--- config.mk ---
export PLATFORM = sky130hd
export DESIGN_NAME = mem_bus_arbiter
export DESIGN_NICKNAME = d
export VERILOG_FILES = /design/src/rtl/mem_bus_arbiter.sv
export SDC_FILE = /design/constraint.sdc
export NUM_CORES = 1
export LEC_CHECK = 0
export ABC_AREA = 1
export BUFFER_PORTS_ARGS = -buffer_cell sky130_fd_sc_hd__buf_4
export CAP_MARGIN = 30
export CORE_AREA = 8 8 104 106
export CTS_CLUSTER_DIAMETER = 60
export DETAILED_ROUTE_END_ITERATION = 10
export DIE_AREA = 0 0 112 114
export HOLD_SLACK_MARGIN = 0.1
export SYNTH_ARGS = -nofsm -noshare
export SYNTH_HDL_FRONTEND = slang
export SYNTH_SLANG_ARGS = --single-unit
--- constraint.sdc ---
create_clock -name clk -period 1.6 [get_ports clk]
set_input_delay 0.08 -clock clk [delete_from_list [all_inputs] [get_ports clk]]
set_output_delay 0.08 -clock clk [all_outputs]
set_load 0.05 [all_outputs]
--- src/rtl/mem_bus_arbiter.sv ---
// Shares one OBI-style memory port between instruction fetch and LSU data port.
// Arbitrates, holds selection while a request is stalled, and routes responses in order.
module mem_bus_arbiter #(
    parameter int unsigned MAX_OUTSTANDING = 2,
    parameter bit          DATA_PRIORITY   = 1'b1
) (
    input  logic                                   clk,
    input  logic                                   rstn,

    input  logic                                   instr_req_i,
    input  logic [31:0]                            instr_addr_i,
    output logic                                   instr_gnt_o,
    output logic                                   instr_rvalid_o,
    output logic [31:0]                            instr_rdata_o,
    output logic                                   instr_err_o,

    input  logic                                   data_req_i,
    input  logic                                   data_we_i,
    input  logic [3:0]                             data_be_i,
    input  logic [31:0]                            data_addr_i,
    input  logic [31:0]                            data_wdata_i,
    output logic                                   data_gnt_o,
    output logic                                   data_rvalid_o,
    output logic [31:0]                            data_rdata_o,
    output logic                                   data_err_o,

    output logic                                   mem_req_o,
    output logic                                   mem_we_o,
    output logic [3:0]                             mem_be_o,
    output logic [31:0]                            mem_addr_o,
    output logic [31:0]                            mem_wdata_o,
    input  logic                                   mem_gnt_i,
    input  logic                                   mem_rvalid_i,
    input  logic [31:0]                            mem_rdata_i,
    input  logic                                   mem_err_i,

    output logic [$clog2(MAX_OUTSTANDING+1)-1:0]   outstanding_o,
    output logic                                   spurious_rsp_o
);

    localparam int unsigned CW = $clog2(MAX_OUTSTANDING + 1);
    localparam int unsigned PW = (MAX_OUTSTANDING > 1) ? $clog2(MAX_OUTSTANDING) : 1;

    logic                       r_lock;
    logic                       r_sel;        // 1 = data port
    logic                       r_last_data;  // port granted most recently
    logic                       r_spurious;
    logic [CW-1:0]              r_count;
    logic [PW-1:0]              r_wptr;
    logic [PW-1:0]              r_rptr;
    logic [MAX_OUTSTANDING-1:0] r_owner;

    logic w_full;
    logic w_empty;
    logic w_lock_hold;
    logic w_sel;
    logic w_any_req;
    logic w_req;
    logic w_gnt;
    logic w_push;
    logic w_pop;
    logic w_head;

    assign w_full  = (r_count == CW'(MAX_OUTSTANDING));
    assign w_empty = (r_count == '0);

    // A locked port that drops its request releases the lock in the same cycle.
    assign w_lock_hold = r_lock && (r_sel ? data_req_i : instr_req_i);
    assign w_any_req   = instr_req_i | data_req_i;

    always_comb begin
        w_sel = data_req_i;
        if (w_lock_hold) begin
            w_sel = r_sel;
        end else if (instr_req_i && data_req_i) begin
            w_sel = DATA_PRIORITY ? 1'b1 : ~r_last_data;
        end
    end

    assign w_req = rstn & w_any_req & ~w_full;
    assign w_gnt = w_req & mem_gnt_i;

    always_comb begin
        mem_req_o   = w_req;
        mem_we_o    = 1'b0;
        mem_be_o    = 4'hF;
        mem_addr_o  = instr_addr_i;
        mem_wdata_o = '0;
        if (w_sel) begin
            mem_we_o    = data_we_i;
            mem_be_o    = data_be_i;
            mem_addr_o  = data_addr_i;
            mem_wdata_o = data_wdata_i;
        end
    end

    assign instr_gnt_o = w_gnt & ~w_sel;
    assign data_gnt_o  = w_gnt & w_sel;

    assign w_push = w_gnt;
    assign w_pop  = rstn & mem_rvalid_i & ~w_empty;
    assign w_head = r_owner[r_rptr];

    assign instr_rvalid_o = w_pop & ~w_head;
    assign data_rvalid_o  = w_pop & w_head;
    assign instr_rdata_o  = mem_rdata_i;
    assign data_rdata_o   = mem_rdata_i;
    assign instr_err_o    = mem_err_i;
    assign data_err_o     = mem_err_i;

    assign outstanding_o  = r_count;
    assign spurious_rsp_o = r_spurious;

    always_ff @(posedge clk or negedge rstn) begin
        if (!rstn) begin
            r_lock      <= 1'b0;
            r_sel       <= 1'b0;
            r_last_data <= 1'b0;
            r_spurious  <= 1'b0;
        end else begin
            r_lock <= w_req & ~mem_gnt_i;
            if (w_req) begin
                r_sel <= w_sel;
            end
            if (w_gnt) begin
                r_last_data <= w_sel;
            end
            if (mem_rvalid_i && w_empty) begin
                r_spurious <= 1'b1;
            end
        end
    end

    always_ff @(posedge clk or negedge rstn) begin
        if (!rstn) begin
            r_count <= '0;
            r_wptr  <= '0;
            r_rptr  <= '0;
            r_owner <= '0;
        end else begin
            if (w_push) begin
                r_owner[r_wptr] <= w_sel;
                r_wptr <= (r_wptr == PW'(MAX_OUTSTANDING - 1)) ? '0 : r_wptr + 1'b1;
            end
            if (w_pop) begin
                r_rptr <= (r_rptr == PW'(MAX_OUTSTANDING - 1)) ? '0 : r_rptr + 1'b1;
            end
            if (w_push && !w_pop) begin
                r_count <= r_count + 1'b1;
            end else if (w_pop && !w_push) begin
                r_count <= r_count - 1'b1;
            end
        end
    end

endmodule

-- Word-level counts from Yosys, hierarchy flattened
Cells that the tools add are included.
- register bits after elaboration: 9
- input bits: 140
- output and inout bits: 143
- logic and storage cells: 57
- add/subtract/negate cells: 4
- order comparisons: 3
- equality and inequality tests: 1
- muxes and demuxes: 16
- bitwise gates (word level): 16
- reduce and logical (&&, ||, !) cells: 10
- operators with widths (cell ; count):
    $mux 32 ; 2
    $and 1x1->1 ; 10
    $mux 1 ; 9
    $logic_and 1x1->1 ; 6
    $not 1->1 ; 5
    $lt 1x2->1 const B ; 2
    $mux 2 ; 2
    $mux 4 ; 1
    $add 1x1->1 const B ; 2
    $add 2x1->2 const B ; 1
    $bwmux 2 ; 1
    $eq 2x2->1 const B ; 1
    $logic_not 1->1 ; 2
    $logic_not 2->1 ; 1
    $reduce_bool 2->1 ; 1
    $sub 2x1->2 const B ; 1
    $demux 1 s1 ; 1
    $ge 1x1->1 const B ; 1
    $or 1x1->1 ; 1

-- Depth between registers and ports, before layout
- depth in word-level cells: 8
- gate-level depth with buffers: 9
- gate-level depth less buffers: 9

-- Least setup slack after synthesis
OpenSTA, ideal clock, no wires.
- path kind: flip-flop to flip-flop
- start point: reg r_count[0], in the netlist outstanding_o[0]
- end point: reg r_count[1], in the netlist outstanding_o[1]
- library setup time: 0.124 ns
- arrival time: 1.666 ns
- required time: 1.476 ns
- path slack: -0.190 ns
- cell stages (with the launch flop): 9
- buffers on the path: 0
- period minus slack after synthesis: 1.790 ns
- cell sequence: dfrtp_1 inv_2 nand2_2 nand3_4 nor2_8 ha_1 nor2_1 nand2_1 xor2_1
- longest elaborated chain between the ends: 7
- elaborated cells on any way between the ends: 16
- those cells by class: 2 x add/sub; 1 x eq/ne; 2 x mux; 5 x bitwise; 6 x reduce/logical
- RTL lines (item ; line ; text):
    start: declaration ; 48 ; logic [CW-1:0] r_count;
    start signal: assignment ; 149 ; r_count <= r_count + 1'b1;
    start signal: assignment ; 151 ; r_count <= r_count - 1'b1;
    $eq 2x2->1 ; 64 ; assign w_full = (r_count == CW'(MAX_OUTSTANDING));
    $not 1->1 ; 80 ; assign w_req = rstn & w_any_req & ~w_full;
    $and 1x1->1 ; 80 ;
    $and 1x1->1 ; 81 ; assign w_gnt = w_req & mem_gnt_i;
    $logic_not 1->1 ; 150 ; end else if (w_pop && !w_push) begin
    $logic_and 1x1->1 ; 150 ;
    $reduce_bool 2->1 (no source line) ; n/a ;
Several ways; a longest one is shown, not always the timed one. The select of a mux whose other input is x is not followed.
A chain may end at the register's enable or synchronous reset.

-- Final worst setup path
- start point: reg r_sel
- end point: out mem_addr_o[7]
- longest elaborated chain between the ends: 4
- RTL lines (item ; line ; text):
    start: declaration ; 45 ; logic r_sel;
    start signal: assignment ; 123 ; r_sel <= w_sel;
    $mux 1 ; 68 ; assign w_lock_hold = r_lock && (r_sel ? data_req_i : instr_req_i);
    $logic_and 1x1->1 ; 68 ;
    $mux 1 (*) ; 73 ; if (w_lock_hold) begin
    $mux 32 (*) ; 89 ; if (w_sel) begin
    end: declaration ; 30 ; output logic [31:0] mem_addr_o,
Every way passes the cells marked *; elsewhere a longest branch is shown, timed or not.

==> flow_summary.toml <==
[cts]
tritoncts = "done"
tritoncts.num_buffers = 3
cts-root-buf = "sky130_fd_sc_hd__clkbuf_8"
cts.sink_count = 9
clk_latency_ns = 0.24
bufs_on_longest_clock_path = 2
h-tree-depth = 1
clk_pin_slew_worst_paths_ns = 0.05

[yosys]
synth.net_count = 438
synthCells = 297
seq_area_frac_synth_pct = 13.1
post_synthesis_area_per_instance_um2 = 5.78
synthesis.area_um2 = 1720
number_of_synthesized_register_bits = 9
synth.yosys.warnings = 0
synth.lib_cells_used.distinct = 27

[cells_and_area]
fin_nets = 563
finalNonFillerCells = 532
post_route_cells_drive_above_1_share_pct = 51.5
layout_common_cells = "154 x sky130_fd_sc_hd__buf_4, 100 x sky130_fd_sc_hd__nand2_1, 39 x sky130_fd_sc_hd__inv_1, 39 x sky130_fd_sc_hd__nor2_1, 32 x sky130_fd_sc_hd__buf_6"
insertedDiodeCount = 0
fin_util_pct = 33.1
mostFrequentLayoutCell = "sky130_fd_sc_hd__buf_4"
area_delta_synth_final_pct = 76.0

[placed_design]
place_congestion = 0.869
buffer_ports.inserted = 183
placed_cells_incl_taps = 518
dp_worst_setup_slack_ns = 0.0825
hpwl_reported_at_the_end_of_detailed_placement_mm = 7.13

[timing]
layout_setup_ws_ns = 0.0323
setup_viol = 0
finClkSkew_ns = 0.00608
hold-worst-slack_ns = 0.111
highest_achievable_clock_rate_mhz = 638
worst-slew-pin-transition_ns = 0.237
finalHoldViolCount = 0
finalCriticalPeriod_ns = 1.57
final-max-slew-violation-count = 0
portion_of_the_clock_cycle_consumed_by_the_worst_path_in_the_final_layout_pct = 98.0
maxSlewHeadroom_pct = 84.1
rsz_0062_raised_after_global_routing = "yes"

[setup_path]
critPathTopFamily = "simple AND/OR/NAND/NOR gates"
worstPathArrival_ns = 1.49
worstPathCellList = "nand3b_1 -> nand2_4 -> buf_12 -> nand2_1 -> nand2_1 -> buf_6"
cp_data_required_time_ns = 1.52
worst-setup-path-type = "reg -> out"
slowest_stage = "sky130_fd_sc_hd__dfrtp_1"
critPathBufInv = 2
path_common_cell = "sky130_fd_sc_hd__nand2_1"
critPathMaxStageDelay_ns = 0.37
worst_setup_path_start_kind = "flop"
critPathMaxFanout = 25
worst_setup_path_end_kind = "primary output"

[floorplan]
floorplan.die_area_um2 = 12800
boundaryPins = 283
core_region_area_um2 = 9110
start_util_pct = 18.8
die_h_um = 114
fp-row-count = 35
die_wd_um = 112

[run]
timing.max_cap.violations = 0

[global_routing]
grt-ovfl-total = 0
initial_antenna_violation_count = 0
grt_pass1_vias = 2320
gr-usage-all-layers_pct = 11.9
grt_max_degree = 47
grt_first_pass_wirelength_mm = 12.3

[detailed_routing]
ant_nets = 0
drtIter0Drc = 114
num_vias = 2174
routed_wl_mm = 8.53
dr.pass1.iters = 4
route.detailed.wl_per_inst_um = 16.0
via_per_inst = 4.09
remaining_drc_errors = 0

[worst_hold_path]
hp-class = "in -> reg"

[pwr]
power.leakage_nw = 1.84
ir_worst_vdd_uv = 475
power.density_cell_area_nw_per_um2 = 873

[run_status]
outcome = "complete, no violations"
==> flip-flops by register name, summed over array words and instances, names as in the netlist <==
name,count
r_lock,1
r_wptr,1
r_owner,2
spurious_rsp_o,1
r_sel,1
r_rptr,1
outstanding_o,2
==> cells by family (layout without fill, tap and decap cells) <==
kind of cell | count (synthesis) | after routing | share of synthesized area [%]
DFF | 9 | 9 | 13.1
buffers and inverters | 119 | 243 | 43.4
and+or+nand+nor | 161 | 161 | 39.4
xor gates and xnor gates | 3 | 3 | 1.53
adders and majority gates | 1 | 1 | 0.729
AOI/OAI and AO/OA | 3 | 3 | 1.24
muxes | 1 | 1 | 0.584
==> path summary, 6_finish.rpt <==
kind / startpoint / endpoint / slack, ns / depth (start not counted)
worst max-delay path: r_sel$_DFFE_PN0N_ / mem_addr_o[7] / 0.03 / 6
worst max register to register: outstanding_o[0]$_DFFE_PN0P_ / outstanding_o[1]$_DFFE_PN0P_ / 0.11 / 8
worst min-delay path: mem_rvalid_i / spurious_rsp_o$_DFFE_PN0P_ / 0.11 / 2
max in group asynchronous: rstn / outstanding_o[0]$_DFFE_PN0P_ / 1.16 / 3
worst min register to register: spurious_rsp_o$_DFFE_PN0P_ / spurious_rsp_o$_DFFE_PN0P_ / 0.49 / 1
min in group asynchronous: rstn / r_rptr$_DFFE_PN0P_ / 0.30 / 3
==> layer usage <==
metal | wire length (µm) | vias to the layer above | global-route usage [%]
li1 | - | 1037 | -
met2 | 4510 | 181 | 23.1
met5 | 0 | - | 0
met3 | 1140 | 17 | 5.76
met1 | 2750 | 939 | 10.7
met4 | 134 | 0 | 3.24
==> report_power, final <==
group	internal, mW	total [mW]	leakage (nW)	switching [mW]
Clock	0.174	0.269	0.0228	0.0952
Combinational	0.741	1.96	1.71	1.22
Sequential	0.326	0.408	0.106	0.0822
==> synth_stat cells <==
| cell | instances | area [µm²] |
|---|---|---|
| sky130_fd_sc_hd__nand3_1 | 2 | 10.0 |
| sky130_fd_sc_hd__mux2i_1 | 1 | 10.0 |
| sky130_fd_sc_hd__dfrtp_1 | 9 | 225 |
| sky130_fd_sc_hd__nand2_4 | 1 | 11.3 |
| sky130_fd_sc_hd__nor2b_1 | 1 | 6.26 |
| sky130_fd_sc_hd__buf_2 | 3 | 15.0 |
| sky130_fd_sc_hd__or2_1 | 3 | 18.8 |
| sky130_fd_sc_hd__buf_6 | 4 | 45.0 |
| sky130_fd_sc_hd__a31o_2 | 1 | 8.76 |
| sky130_fd_sc_hd__nand3_4 | 1 | 17.5 |
| sky130_fd_sc_hd__nor2_2 | 2 | 12.5 |
| sky130_fd_sc_hd__nand2_2 | 2 | 12.5 |
| sky130_fd_sc_hd__nor2_8 | 1 | 20.0 |
| sky130_fd_sc_hd__inv_2 | 2 | 7.51 |
| sky130_fd_sc_hd__xnor2_1 | 2 | 17.5 |
| sky130_fd_sc_hd__buf_4 | 69 | 518 |
| sky130_fd_sc_hd__or2_2 | 1 | 6.26 |
| sky130_fd_sc_hd__xor2_1 | 1 | 8.76 |
| sky130_fd_sc_hd__nand3b_1 | 1 | 7.51 |
| sky130_fd_sc_hd__o21ai_1 | 1 | 5.00 |
| sky130_fd_sc_hd__nor2_1 | 39 | 146 |
| sky130_fd_sc_hd__inv_4 | 2 | 12.5 |
| sky130_fd_sc_hd__ha_1 | 1 | 12.5 |
| sky130_fd_sc_hd__nand2_1 | 105 | 394 |
| sky130_fd_sc_hd__nand4_1 | 2 | 12.5 |
| sky130_fd_sc_hd__o211ai_1 | 1 | 7.51 |
| sky130_fd_sc_hd__inv_1 | 39 | 146 |
==> layout make-up <==
type	instances	area (µm²)
fillers	973	6090
repair buffers	196	1680
multi-input cells	169	761
flip-flops and latches	9	226
inverters	43	171
well taps	111	139
clock buffers	4	45.0
==> stage by stage <==
stage / area (µm²) / power [mW] / TNS (ns)
after floorplan: 1720 / 2.01 / -0.189
after global placement: 2700 / 2.20 / 0
after detailed placement: 2700 / 2.21 / 0
after CTS: 2780 / 2.51 / 0
after global routing: 3020 / 2.80 / -0.718
final: 3020 / 2.64 / 0
==> timing repair <==
item                                    in CTS  in global routing
gates cloned                                 0                  1
setup buffers                                0                  7
endpoints found under the setup margin       6                 37
hold buffers                                 2                  0
resized for setup                            4                 45
hold endpoints to repair                    10                  0
pin swaps                                    0                 15
Power figures use the tool's default switching activity.
